### src/rtl/min_max_loader_pkg.sv
// min_max_loader_pkg: shared defaults, tree-depth derivation and FSM state encoding
// for the min/max operand sequencer.
package min_max_loader_pkg;
    localparam int N_DEF = 4;
    localparam int W_DEF = 7;

    typedef enum logic [1:0] {FILL, RUN, CAPT} state_e;

    function automatic int levels_of(input int n);
        return $clog2(n);
    endfunction
endpackage

### src/rtl/min_max_loader_operand_bank.sv
// min_max_loader_operand_bank: N x W slot registers written one at a time by index,
// read out in parallel as a flat vector (slot i in bits [i*W +: W]).
module min_max_loader_operand_bank
    import min_max_loader_pkg::*;
#(
    parameter int N  = N_DEF,
    parameter int W  = W_DEF,
    parameter int IW = (N > 1) ? $clog2(N) : 1
) (
    input  logic           clock,
    input  logic           reset,
    input  logic           we_i,
    input  logic [IW-1:0]  idx_i,
    input  logic [W-1:0]   data_i,
    output logic [N*W-1:0] slots_o
);
    logic [W-1:0] slot_q [N];

    always_ff @(posedge clock or negedge reset) begin
        if (!reset) begin
            for (int i = 0; i < N; i++) slot_q[i] <= '0;
        end else if (we_i) begin
            slot_q[idx_i] <= data_i;
        end
    end

    for (genvar g = 0; g < N; g++) begin : g_rd
        assign slots_o[g*W +: W] = slot_q[g];
    end
endmodule

### src/rtl/min_max_loader.sv
// min_max_loader: collects N operands into a vector, strobes the external comparator
// tree once per level, captures the reduced result and offers it on valid/ready.
module min_max_loader
    import min_max_loader_pkg::*;
#(
    parameter int N = N_DEF,
    parameter int W = W_DEF
) (
    input  logic         clock,
    input  logic         reset,
    input  logic         io_in_valid,
    output logic         io_in_ready,
    input  logic [W-1:0] io_in_data,
    output logic         io_cmp_start,
    output logic [W-1:0] io_cmp_inputs [N],
    input  logic [W-1:0] io_cmp_result,
    output logic         io_out_valid,
    input  logic         io_out_ready,
    output logic [W-1:0] io_out_data
);
    localparam int LEVELS = levels_of(N);
    localparam int CW     = $clog2(N + 1);
    localparam int IW     = (N > 1) ? $clog2(N) : 1;
    localparam int LW     = (LEVELS > 1) ? $clog2(LEVELS) : 1;
    localparam logic [LW-1:0] LAST = LW'(LEVELS - 1);

    state_e         state_q, state_d;
    logic [CW-1:0]  count_q, count_d;
    logic [LW-1:0]  level_q, level_d;
    logic           out_valid_q, out_valid_d;
    logic [W-1:0]   out_data_q, out_data_d;
    logic [N*W-1:0] slots;
    logic           accept, out_free;

    assign io_in_ready  = (state_q == FILL) && (count_q < CW'(N));
    assign io_cmp_start = (state_q == RUN);
    assign accept       = io_in_ready && io_in_valid;
    // The output register is free if empty or being drained this very cycle.
    assign out_free     = !out_valid_q || io_out_ready;
    assign io_out_valid = out_valid_q;
    assign io_out_data  = out_data_q;

    min_max_loader_operand_bank #(.N(N), .W(W), .IW(IW)) u_bank (
        .clock   (clock),
        .reset   (reset),
        .we_i    (accept),
        .idx_i   (count_q[IW-1:0]),
        .data_i  (io_in_data),
        .slots_o (slots)
    );

    for (genvar g = 0; g < N; g++) begin : g_slot
        assign io_cmp_inputs[g] = slots[g*W +: W];
    end

    always_comb begin
        state_d     = state_q;
        count_d     = accept ? count_q + CW'(1) : count_q;
        level_d     = level_q;
        out_valid_d = out_valid_q && !io_out_ready;
        out_data_d  = out_data_q;
        case (state_q)
            FILL: state_d = (count_d == CW'(N) && out_free) ? RUN : FILL;
            RUN: begin
                level_d = (level_q == LAST) ? '0 : level_q + LW'(1);
                state_d = (level_q == LAST) ? CAPT : RUN;
            end
            CAPT: begin
                out_data_d  = io_cmp_result;
                out_valid_d = 1'b1;
                count_d     = '0;
                level_d     = '0;
                state_d     = FILL;
            end
            default: state_d = FILL;
        endcase
    end

    always_ff @(posedge clock or negedge reset) begin
        if (!reset) begin
            state_q     <= FILL;
            count_q     <= '0;
            level_q     <= '0;
            out_valid_q <= 1'b0;
            out_data_q  <= '0;
        end else begin
            state_q     <= state_d;
            count_q     <= count_d;
            level_q     <= level_d;
            out_valid_q <= out_valid_d;
            out_data_q  <= out_data_d;
        end
    end
endmodule

### config.mk
export PLATFORM = sky130hd
export DESIGN_NAME = min_max_loader
export DESIGN_NICKNAME = d
export VERILOG_FILES = /design/src/rtl/min_max_loader_pkg.sv /design/src/rtl/min_max_loader_operand_bank.sv /design/src/rtl/min_max_loader.sv
export SDC_FILE = /design/constraint.sdc
export NUM_CORES = 1
export LEC_CHECK = 0
export ABC_AREA = 1
export BUFFER_PORTS_ARGS = -buffer_cell sky130_fd_sc_hd__buf_2
export CELL_PAD_IN_SITES_DETAIL_PLACEMENT = 1
export CELL_PAD_IN_SITES_GLOBAL_PLACEMENT = 1
export CORE_MARGIN = 5
export CORE_UTILIZATION = 38
export DETAILED_ROUTE_END_ITERATION = 12
export GPL_TIMING_DRIVEN = 1
export PLACE_DENSITY_LB_ADDON = 0.1
export SLEW_MARGIN = 25
export SYNTH_ARGS = -nofsm -noshare
export SYNTH_HDL_FRONTEND = slang
export SYNTH_SLANG_ARGS = --single-unit
### constraint.sdc
create_clock -name clock -period 1.5 [get_ports clock]
set_input_delay 0 -clock clock [delete_from_list [all_inputs] [get_ports clock]]
set_output_delay 0 -clock clock [all_outputs]
set_load 0.01 [all_outputs]
==> results of run 1 <==
-- cells in the final DEF, fill, tap and decap left out, types with 3 or more instances in the layout --
| master | count |
|---|---|
| inv_1 | 14 |
| nand2_4 | 3 |
| buf_4 | 5 |
| o21ai_2 | 26 |
| a21oi_1 | 3 |
| clkbuf_8 | 5 |
| ha_1 | 6 |
| buf_2 | 55 |
| dfrtp_1 | 42 |
| nand2_1 | 60 |
| dlygate4sd3_1 | 9 |
-- layout make-up --
cell class / instances / area [sq um] / area share (%)
flip-flops and latches: 42 / 1050 / 43.8
multi-input cells: 110 / 681 / 28.4
repair buffers: 69 / 403 / 16.8
well taps: 67 / 83.8 / 3.50
inverters: 18 / 70.1 / 2.92
clock buffers: 5 / 68.8 / 2.87
clock inverters: 3 / 40.0 / 1.67
-- power groups by stage --
stage | Sequential, mW | Combinational, mW | Clock (mW)
after floorplan | 2.15 | 1.11 | 0
after global placement | 1.94 | 2.02 | 0
after detailed placement | 1.96 | 2.11 | 0
after CTS | 1.95 | 2.13 | 0.919
after global routing | 2.01 | 2.36 | 0.967
final | 1.94 | 2.10 | 0.881
-- registers in the layout, indices dropped and copies added (netlist names) --
signal and cells:
level_q 1, count_q 3, io_out_data 7, io_out_valid 1, u_bank.slots_o 28, state_q 2
-- worst min-delay path, stage by stage --
cell     delay, ns
buf_2         0.08
inv_1         0.08
o21ai_1       0.14
-- worst paths after layout --
check	end	slack, ns	depth (start not counted)
max	io_in_ready	0.13	6
min	u_bank.slots_o[19]	0.04	3
max reg2reg	u_bank.slots_o[5]	0.21	7
min reg2reg	io_out_data[2]	0.47	2
max in group asynchronous	u_bank.slots_o[26]	0.83	3
min in group asynchronous	u_bank.slots_o[22]	0.31	3
-- cell families (layout without fill, tap and decap cells) --
family                     count (synthesis)  in the layout
buffers and inverters                     23             95
DFF                                       42             42
AOI/OAI and AO/OA                         33             33
and+or+nand+nor                           70             70
adders and majority gates                  7              7
-- per-layer routing --
layer | global-route usage [%] | share of wire, % | up-vias
met5 | 0 | 0 | -
met4 | 6.19 | 1.7 | 0
met3 | 3.72 | 5.7 | 8
met2 | 26.0 | 49 | 40
met1 | 19.0 | 43 | 654
li1 | - | - | 691
-- per-stage QoR --
| stage | utilization [%] | hold WS, ns | std cells |
|---|---|---|---|
| 2_1_floorplan | - | -0.296 | 175 |
| 3_3_place_gp | 46.3 | 0.0943 | 297 |
| 3_5_place_dp | 46.3 | 0.107 | 297 |
| 4_1_cts | 50.5 | 0.0333 | 314 |
| 5_1_grt | 50.8 | 0.0574 | 314 |
| 6_report | 50.8 | 0.0376 | 314 |
-- cells in the mapped netlist (2+ instances only) --
cell	instances	area share (%)
ha_1	7	4.8
o21ai_1	2	0.54
buf_6	4	2.5
nand2_4	3	1.8
nor2_1	2	0.41
nand2_1	60	12
dfrtp_1	42	57
inv_1	15	3.1
a21oi_1	3	0.82
o21ai_2	26	12
nand4_1	2	0.68
-- repair_timing --
action | CTS | global route
endpoints found under the hold margin | 50 | 0
buffers inserted | 0 | 0
endpoints found under the setup margin | 0 | 2
gates resized for setup | 0 | 3
hold buffers | 9 | 0
==> impl_metrics.yaml, run 1 <==
power_and_ir_drop:
  power-per-cell-area_nw_per_um2: 2050
  ir_worst_vdd_v: 0.000797
  seq_power_share_pct: 39.4
  switching_share_pct: 38.6
  clkPwrFrac_pct: 17.9
  p_leak_nw: 1.33
  intPower_mw: 3.02
  total_power_mw: 4.92
  p_comb_share_pct: 42.7
  p_switching_mw: 1.90
global_routing:
  antenna_found_initial: 0
  grt_max_degree: 43
  grt_first_pass_wirelength_um: 7480
  overflow: 0
  grt_use_total_pct: 15.5
  grt_pass1_vias: 1561
sta:
  rsz0062_at_grt: "no"
  fmax_mhz: 728
  period_share_pct: 91.6
  finClkSkew_ns: 0.00967
  period_minus_slack_ns: 1.37
  finalHoldViolCount: 0
  setup_slack_ns: 0.125
  setup_tns_ns: 0
  finalSetupViolations: 0
  slew_headroom_pct: 64.8
  worst_pin_slew_ns: 0.528
  drv_slew: 0
final_layout:
  diodes: 0
  fill_cells: 537
  fin_nets: 271
  fin_area_sq_um: 2400
  area_growth_pct: 30.4
  final_layout_size_suffix_gt1_share_pct: 42.1
hold_path:
  min_path_type: "in2reg"
  holdCritStartpoint: "io_in_data[5]"
synthesis:
  yosys-mux-area-fraction_pct: 0
  synthCells: 175
  avgSynthCellArea_sq_um: 10.5
  synth_top_family_by_area: "simple AND/OR/NAND/NOR gates"
  syn_nets: 200
  synth-seq-cells: 42
  synth_adder_area_share_pct: 4.77
  yosys_warnings: 0
  synth-xor-area-share_pct: 0
  synth_compound_area_share_pct: 14.5
  syn_area_sq_um: 1840
  ys.flop_type: "dfrtp_1"
  synth-simple-area-share_pct: 17.1
  ys_async_sr_fraction_pct: 100
  ys_seq_area_share_pct: 57.2
  synth.distinct_cells: 20
  synth_edf_count: 0
clock_tree:
  cts.clk_slew.worst_paths_ns: 0.08
  htree_levels: 2
  cts_tree: "done"
  root_buffer: "clkbuf_8"
  cts_buffers: 5
  cts.sinks: 42
  clockBufferDepth: 2
  clock_latency_ns: 0.30
routing:
  drt-pass1-iter-count: 3
  route.vias.total: 1393
  ant_nets: 0
  route.detailed.drc: 0
  routedWlPerCell_um: 13.9
  initialDrtViolationCount: 28
  avgViaCountPerCell: 4.44
  wl_um: 4360
setup_path:
  crit_fanout: 4
  path_buf_inv: 4
  r2r_start: "state_q[1]"
  end_kind: "primary output"
  cp-startpoint: "state_q[1]"
  worstPathCellList: "inv_1 -> ha_4 -> buf_4 -> inv_1 -> nor2_1 -> buf_2"
  startpoint_type: "flip-flop"
  path_delay_family: "buffers and inverters"
  crit_type: "reg2out"
  max_stage_delay_ns: 0.40
  slowest_stage: "dfrtp_1"
  crit_required_ns: 1.50
  cpMostUsedCell: "inv_1"
  crit_arrival_ns: 1.37
die:
  dieWidth_um: 79.5
  pin_count: 56
  fp.coreArea_sq_um: 4720
  rows: 25
  die_h_um: 79.5
  initial_core_util_pct: 38.9
  die_area_sq_um: 6330
place:
  io_buffers: 55
  postPlaceCellArea_sq_um: 2190
  place.gp.congestion: 0.830
  pre_cts_ws_ns: 0.121
  place_hpwl_um: 3240
run:
  cap_violations: 0
run_status:
  status: "finished, final reports clean"
Power figures use the tool's default switching activity.
==> inputs of run 2 (changes only) <==
--- a/config.mk
+++ b/config.mk
@@ -10,7 +10,7 @@
 export CELL_PAD_IN_SITES_DETAIL_PLACEMENT = 1
 export CELL_PAD_IN_SITES_GLOBAL_PLACEMENT = 1
 export CORE_MARGIN = 5
-export CORE_UTILIZATION = 38
+export CORE_UTILIZATION = 41
 export DETAILED_ROUTE_END_ITERATION = 12
 export GPL_TIMING_DRIVEN = 1
 export PLACE_DENSITY_LB_ADDON = 0.1
==> constraint.sdc (replaced) <==
create_clock -name clock -period 1.69 [get_ports clock]
set_input_delay 0 -clock clock [delete_from_list [all_inputs] [get_ports clock]]
set_output_delay 0 -clock clock [all_outputs]
set_load 0.01 [all_outputs]
==> run 2 against run 1 <==
Global-route usage is 0.46 points higher. Sequential cell count stayed put. Combinational power is 12% lower. Wire length is 0.80% higher. Register-to-register slack hardly changed. Largest cell class unchanged. Sequential power is 11% lower.
==> impl_metrics.yaml, run 2 (synthesized netlist as in run 1, its figures left out) <==
sta:
  period_share_pct: 87.8
  rsz0062_at_grt: "no"
  period_minus_slack_ns: 1.48
  finClkSkew_ns: 0.00405
  finalSetupViolations: 0
  drv_slew: 0
  setup_tns_ns: 0
  worst_pin_slew_ns: 0.622
  finalHoldViolCount: 0
  whs_ns: 0.0558
  setup_slack_ns: 0.206
  slew_headroom_pct: 58.5
  fmax_mhz: 674
die:
  die_h_um: 77.0
  rows: 24
  fp.coreArea_sq_um: 4350
  die_area_sq_um: 5920
  initial_core_util_pct: 42.2
  dieWidth_um: 77.0
  pin_count: 56
routing:
  route.vias.total: 1416
  wl_um: 4400
  initialDrtViolationCount: 52
  drt-pass1-iter-count: 4
  routedWlPerCell_um: 14.8
  route.detailed.drc: 0
  avgViaCountPerCell: 4.77
  ant_nets: 0
run_status:
  status: "finished, final reports clean"
global_routing:
  grt_first_pass_wirelength_um: 7600
  antenna_found_initial: 0
  grt_max_degree: 29
  grt_use_total_pct: 15.9
  grt_pass1_vias: 1585
  overflow: 0
final_layout:
  largest_reg_flops: 28
  final_cell_mix: "60 x nand2_1, 55 x buf_2, 42 x dfrtp_1, 26 x o21ai_2, 15 x inv_1"
  fill_cells: 503
  diodes: 0
  area_growth_pct: 28.5
  seq_area_sq_um: 1050
  final_layout_size_suffix_gt1_share_pct: 40.8
  multi_input_area_sq_um: 668
  layout_commonest_cell: "nand2_1"
  fin_nets: 270
power_and_ir_drop:
  power-per-cell-area_nw_per_um2: 1850
  p_leak_nw: 1.32
  ir_worst_vdd_v: 0.000857
setup_path:
  crit_fanout: 14
  r2r_start: "state_q[1]"
  end_kind: "flip-flop"
  crit_arrival_ns: 1.65
  rr_worst_depth: 6
  reg2reg_slack_ns: 0.21
  crit_type: "reg2reg"
  startpoint_type: "flip-flop"
  r2r_end: "u_bank.slots_o[25]"
  crit_required_ns: 1.86
clock_tree:
  clockBufferDepth: 2
  postCtsHoldBufs: 9
  cts.sinks: 42
  cts.clk_slew.worst_paths_ns: 0.08
  clock_latency_ns: 0.28
  cts_buffers: 5
  root_buffer: "clkbuf_8"
  cts_resized: 0
  post-cts-setup-buffers: 0
  htree_levels: 2
  cts_tree: "done"
hold_path:
  holdCritStartpoint: "io_in_data[5]"
  min_to: "u_bank.slots_o[26]"
  min_path_type: "in2reg"
  whs_path_depth: 3
place:
  pre_cts_ws_ns: 0.213
  io_buffers: 55
  place_hpwl_um: 3340
  place.gp.congestion: 0.806
run:
  cap_violations: 0
==> run 2: where the power goes <==
part           internal, mW  switching [mW]
sequential             1.47           0.255
clock                 0.473           0.329
combinational         0.748            1.09
total                  2.69            1.68
==> run 2: through the flow <==
stage,cell area [sq um],util [%],cells,power [mW]
global placement,2160,49.6,281,3.49
floorplan,1840,-,175,2.90
detailed placement,2160,49.6,281,3.60
finish,2360,54.3,297,4.36
CTS,2360,54.3,297,4.42
global route,2360,54.3,297,4.71
==> run 2: how the worst max path moves through the flow <==
stage | start | end | slack, ns | depth (start not counted)
after detailed placement | state_q[1] | u_bank.slots_o[22] | 0.21 | 6
final | state_q[1] | u_bank.slots_o[25] | 0.21 | 6
after floorplan | state_q[0] | u_bank.slots_o[3] | 0.34 | 8
after global placement | state_q[0] | u_bank.slots_o[20] | 0.30 | 7
after global routing | state_q[1] | u_bank.slots_o[21] | 0.12 | 6
after CTS | state_q[1] | u_bank.slots_o[25] | 0.19 | 6
==> run 2: cell type report <==
class	instances	area share, %
flip-flops and latches	42	44.5
repair buffers	68	16.7
multi-input cells	110	28.3
clock buffers	6	3.50
clock inverters	1	1.27
well taps	52	2.75
inverters	18	2.97
==> run 2: worst max-delay path, stage by stage (launching register included) <==
cell     delay [ns]
dfrtp_1        0.39
inv_1          0.09
ha_1           0.33
nand4_2        0.19
buf_4          0.23
nand2_1        0.09
o21ai_2        0.05
==> run 2: metal layers <==
layer / vias to the layer above / GRT usage (%) / part of all wire (%)
li1: 692 / - / -
met1: 686 / 19.9 / 42
met2: 36 / 26.7 / 52
met3: 2 / 5.27 / 5.7
met4: 0 / 3.15 / 0.43
met5: - / 0 / 0
==> inputs of run 3 (changes only) <==
--- a/config.mk
+++ b/config.mk
@@ -5,12 +5,11 @@
 export SDC_FILE = /design/constraint.sdc
 export NUM_CORES = 1
 export LEC_CHECK = 0
-export ABC_AREA = 1
 export BUFFER_PORTS_ARGS = -buffer_cell sky130_fd_sc_hd__buf_2
 export CELL_PAD_IN_SITES_DETAIL_PLACEMENT = 1
 export CELL_PAD_IN_SITES_GLOBAL_PLACEMENT = 1
 export CORE_MARGIN = 5
-export CORE_UTILIZATION = 41
+export CORE_UTILIZATION = 44
 export DETAILED_ROUTE_END_ITERATION = 12
 export GPL_TIMING_DRIVEN = 1
 export PLACE_DENSITY_LB_ADDON = 0.1
==> run 3 against run 2 <==
Wire length down 1.6%. Power up 7.8%. Global-route usage up 1.2 points. Sequential power up 6%. Combinational power up 13%. Final area up 5.0%. Register-to-register slack worse by 0.06 ns. Setup slack worse by 0.064 ns. Maximum frequency down 4.1%. Count of clock-buffer cells in the layout unchanged. Critical path depth unchanged. Sequential share of layout area down 2.1 points.
==> impl_metrics.yaml, run 3 <==
run_status:
  status: "finished, final reports clean"
final_layout:
  diodes: 0
  fill_cells: 406
  fin_area_sq_um: 2480
  fin_nets: 219
  area_growth_pct: 34.4
  final_layout_size_suffix_gt1_share_pct: 55.9
  largest_reg_flops: 28
  stdcell_count: 245
  layout_commonest_cell: "buf_2"
  final_cell_mix: "55 x buf_2, 41 x dfrtp_1, 21 x mux2_4, 16 x mux2_2, 16 x dlygate4sd3_1"
synthesis:
  synth-seq-cells: 42
  syn_area_sq_um: 1850
  synth-simple-area-share_pct: 7.25
  synth.distinct_cells: 21
  synth_compound_area_share_pct: 1.08
  synth-xor-area-share_pct: 0.475
  ys_seq_area_share_pct: 56.9
  avgSynthCellArea_sq_um: 16.2
  syn_nets: 139
  synth_top_family_by_area: "multiplexers"
  ys_async_sr_fraction_pct: 100
  yosysMostFrequentCell: "dfrtp_1"
  synth_top_area_share_pct: 56.9
  synth_top_cell_by_area: "dfrtp_1"
  ys.flop_type: "dfrtp_1"
  netlist_top_cells_count: "42 x dfrtp_1, 21 x mux2_4, 16 x mux2_2"
  synthCells: 114
  yosys_warnings: 0
  synth_adder_area_share_pct: 4.75
  synth_edf_count: 0
  yosys-mux-area-fraction_pct: 27.4
  synth_area_leaders: "dfrtp_1 57%, mux2_4 17%, mux2_2 9.8%, ha_1 4.7%, nand2_8 3.3%"
sta:
  fmax_mhz: 646
  finalHoldViolCount: 0
  rsz0062_at_grt: "no"
  finalSetupViolations: 0
  finClkSkew_ns: 0.0107
  setup_tns_ns: 0
  period_minus_slack_ns: 1.55
  slew_headroom_pct: 64.3
  period_share_pct: 91.6
  drv_slew: 0
  worst_pin_slew_ns: 0.536
  setup_slack_ns: 0.142
power_and_ir_drop:
  seq_power_share_pct: 39.0
  ir_worst_vdd_v: 0.000808
  p_comb_share_pct: 44.3
  p_switching_mw: 1.60
  p_leak_nw: 1.26
  total_power_mw: 4.70
  intPower_mw: 3.10
  power-per-cell-area_nw_per_um2: 1890
  switching_share_pct: 34.1
  clkPwrFrac_pct: 16.7
die:
  dieWidth_um: 74.8
  die_area_sq_um: 5590
  pin_count: 56
  die_h_um: 74.8
  rows: 23
  initial_core_util_pct: 45.8
  fp.coreArea_sq_um: 4030
place:
  postPlaceCellArea_sq_um: 2210
  dpl.cell_count: 221
  io_buffers: 55
  pre_cts_ws_ns: 0.128
  place_hpwl_um: 3160
  place.gp.congestion: 0.724
clock_tree:
  root_buffer: "clkbuf_8"
  cts.clk_slew.worst_paths_ns: 0.07
  htree_levels: 2
  clockBufferDepth: 2
  cts_buffers: 5
  cts.sinks: 42
  clock_latency_ns: 0.30
  cts_tree: "done"
routing:
  avgViaCountPerCell: 4.82
  initialDrtViolationCount: 34
  route.vias.total: 1182
  ant_nets: 0
  routedWlPerCell_um: 17.7
  route.detailed.drc: 0
  drt-pass1-iter-count: 3
  wl_um: 4330
run:
  cap_violations: 0
setup_path:
  end_kind: "flip-flop"
  crit_type: "reg2reg"
  crit_arrival_ns: 1.73
  crit_fanout: 8
  crit_required_ns: 1.87
  startpoint_type: "flip-flop"
global_routing:
  antenna_found_initial: 0
  overflow: 0
  grt_max_degree: 43
  grt_first_pass_wirelength_um: 6960
  grt_pass1_vias: 1385
  grt_use_total_pct: 17.2
hold_path:
  min_path_type: "in2async"
run 3: repair_timing:
action                                 4_1_cts  5_1_grt
endpoints found under the hold margin       71        0
gates resized for setup                      0        1
setup endpoints to repair                    0        1
hold buffers                                16        0
setup buffers                                0        0
run 3: worst max-delay path: stages, from the launching register on:
cell and delay, ns:
dfrtp_1 0.38, inv_1 0.08, ha_1 0.17, and3b_1 0.22, buf_12 0.16, nand2_8 0.10, mux2_4 0.32
run 3: metal layers:
layer  vias to the layer above  track usage [%]  part of all wire, %
met1                       589             18.9                   39
met3                         6             5.61                  6.8
met2                        39             30.6                   53
met5                         -                0                    0
met4                         0             6.52                  1.4
li1                        548                -                    -
run 3: worst paths after layout:
kind | start | end | slack [ns] | cells past startpoint
setup / recovery | state_q[0] | u_bank.slots_o[25] | 0.14 | 6
hold / removal | reset | u_bank.slots_o[6] | 0.30 | 3
setup reg to reg | state_q[0] | u_bank.slots_o[25] | 0.14 | 6
hold reg to reg | u_bank.slots_o[4] | u_bank.slots_o[4] | 0.50 | 1
max in group asynchronous | reset | count_q[0] | 1.00 | 3
min in group clock | io_in_valid | state_q[0] | 0.31 | 4
run 3: cell families (layout without fill, tap and decap cells):
group | Yosys count | count (layout)
AND/OR/NAND/NOR | 15 | 15
XOR/XNOR | 1 | 1
flip-flops | 42 | 42
AO/OA/AOI/OAI | 3 | 3
adder cells (fa/ha/maj) | 7 | 7
multiplexers | 38 | 38
buffers and inverters | 8 | 89
run 3: area by class of cell:
cell class                      instances  area [sq um]  area share [%]
Clock buffer                            6          72.6            2.92
Sequential cell                        42          1050            42.4
Timing Repair Buffer                   75           478            19.3
Tap cell                               50          62.6            2.52
Inverter                                6          22.5           0.908
Multi-Input combinational cell         64           756            30.5
Clock inverter                          2          37.5            1.51
run 3: per-stage QoR:
stage	hold WS (ns)	util, %
global placement	0.0918	54.8
global route	0.326	61.6
CTS	0.310	61.6
detailed placement	0.0967	54.8
floorplan	-0.296	-
finish	0.304	61.6
run 3: power by group through the flow:
stage | clock [mW] | sequential [mW] | combinational (mW)
final | 0.786 | 1.83 | 2.08
after global routing | 0.846 | 1.89 | 2.26
after CTS | 0.805 | 1.83 | 2.13
after detailed placement | 0 | 1.85 | 2.08
after global placement | 0 | 1.80 | 2.01
after floorplan | 0 | 1.99 | 1.11
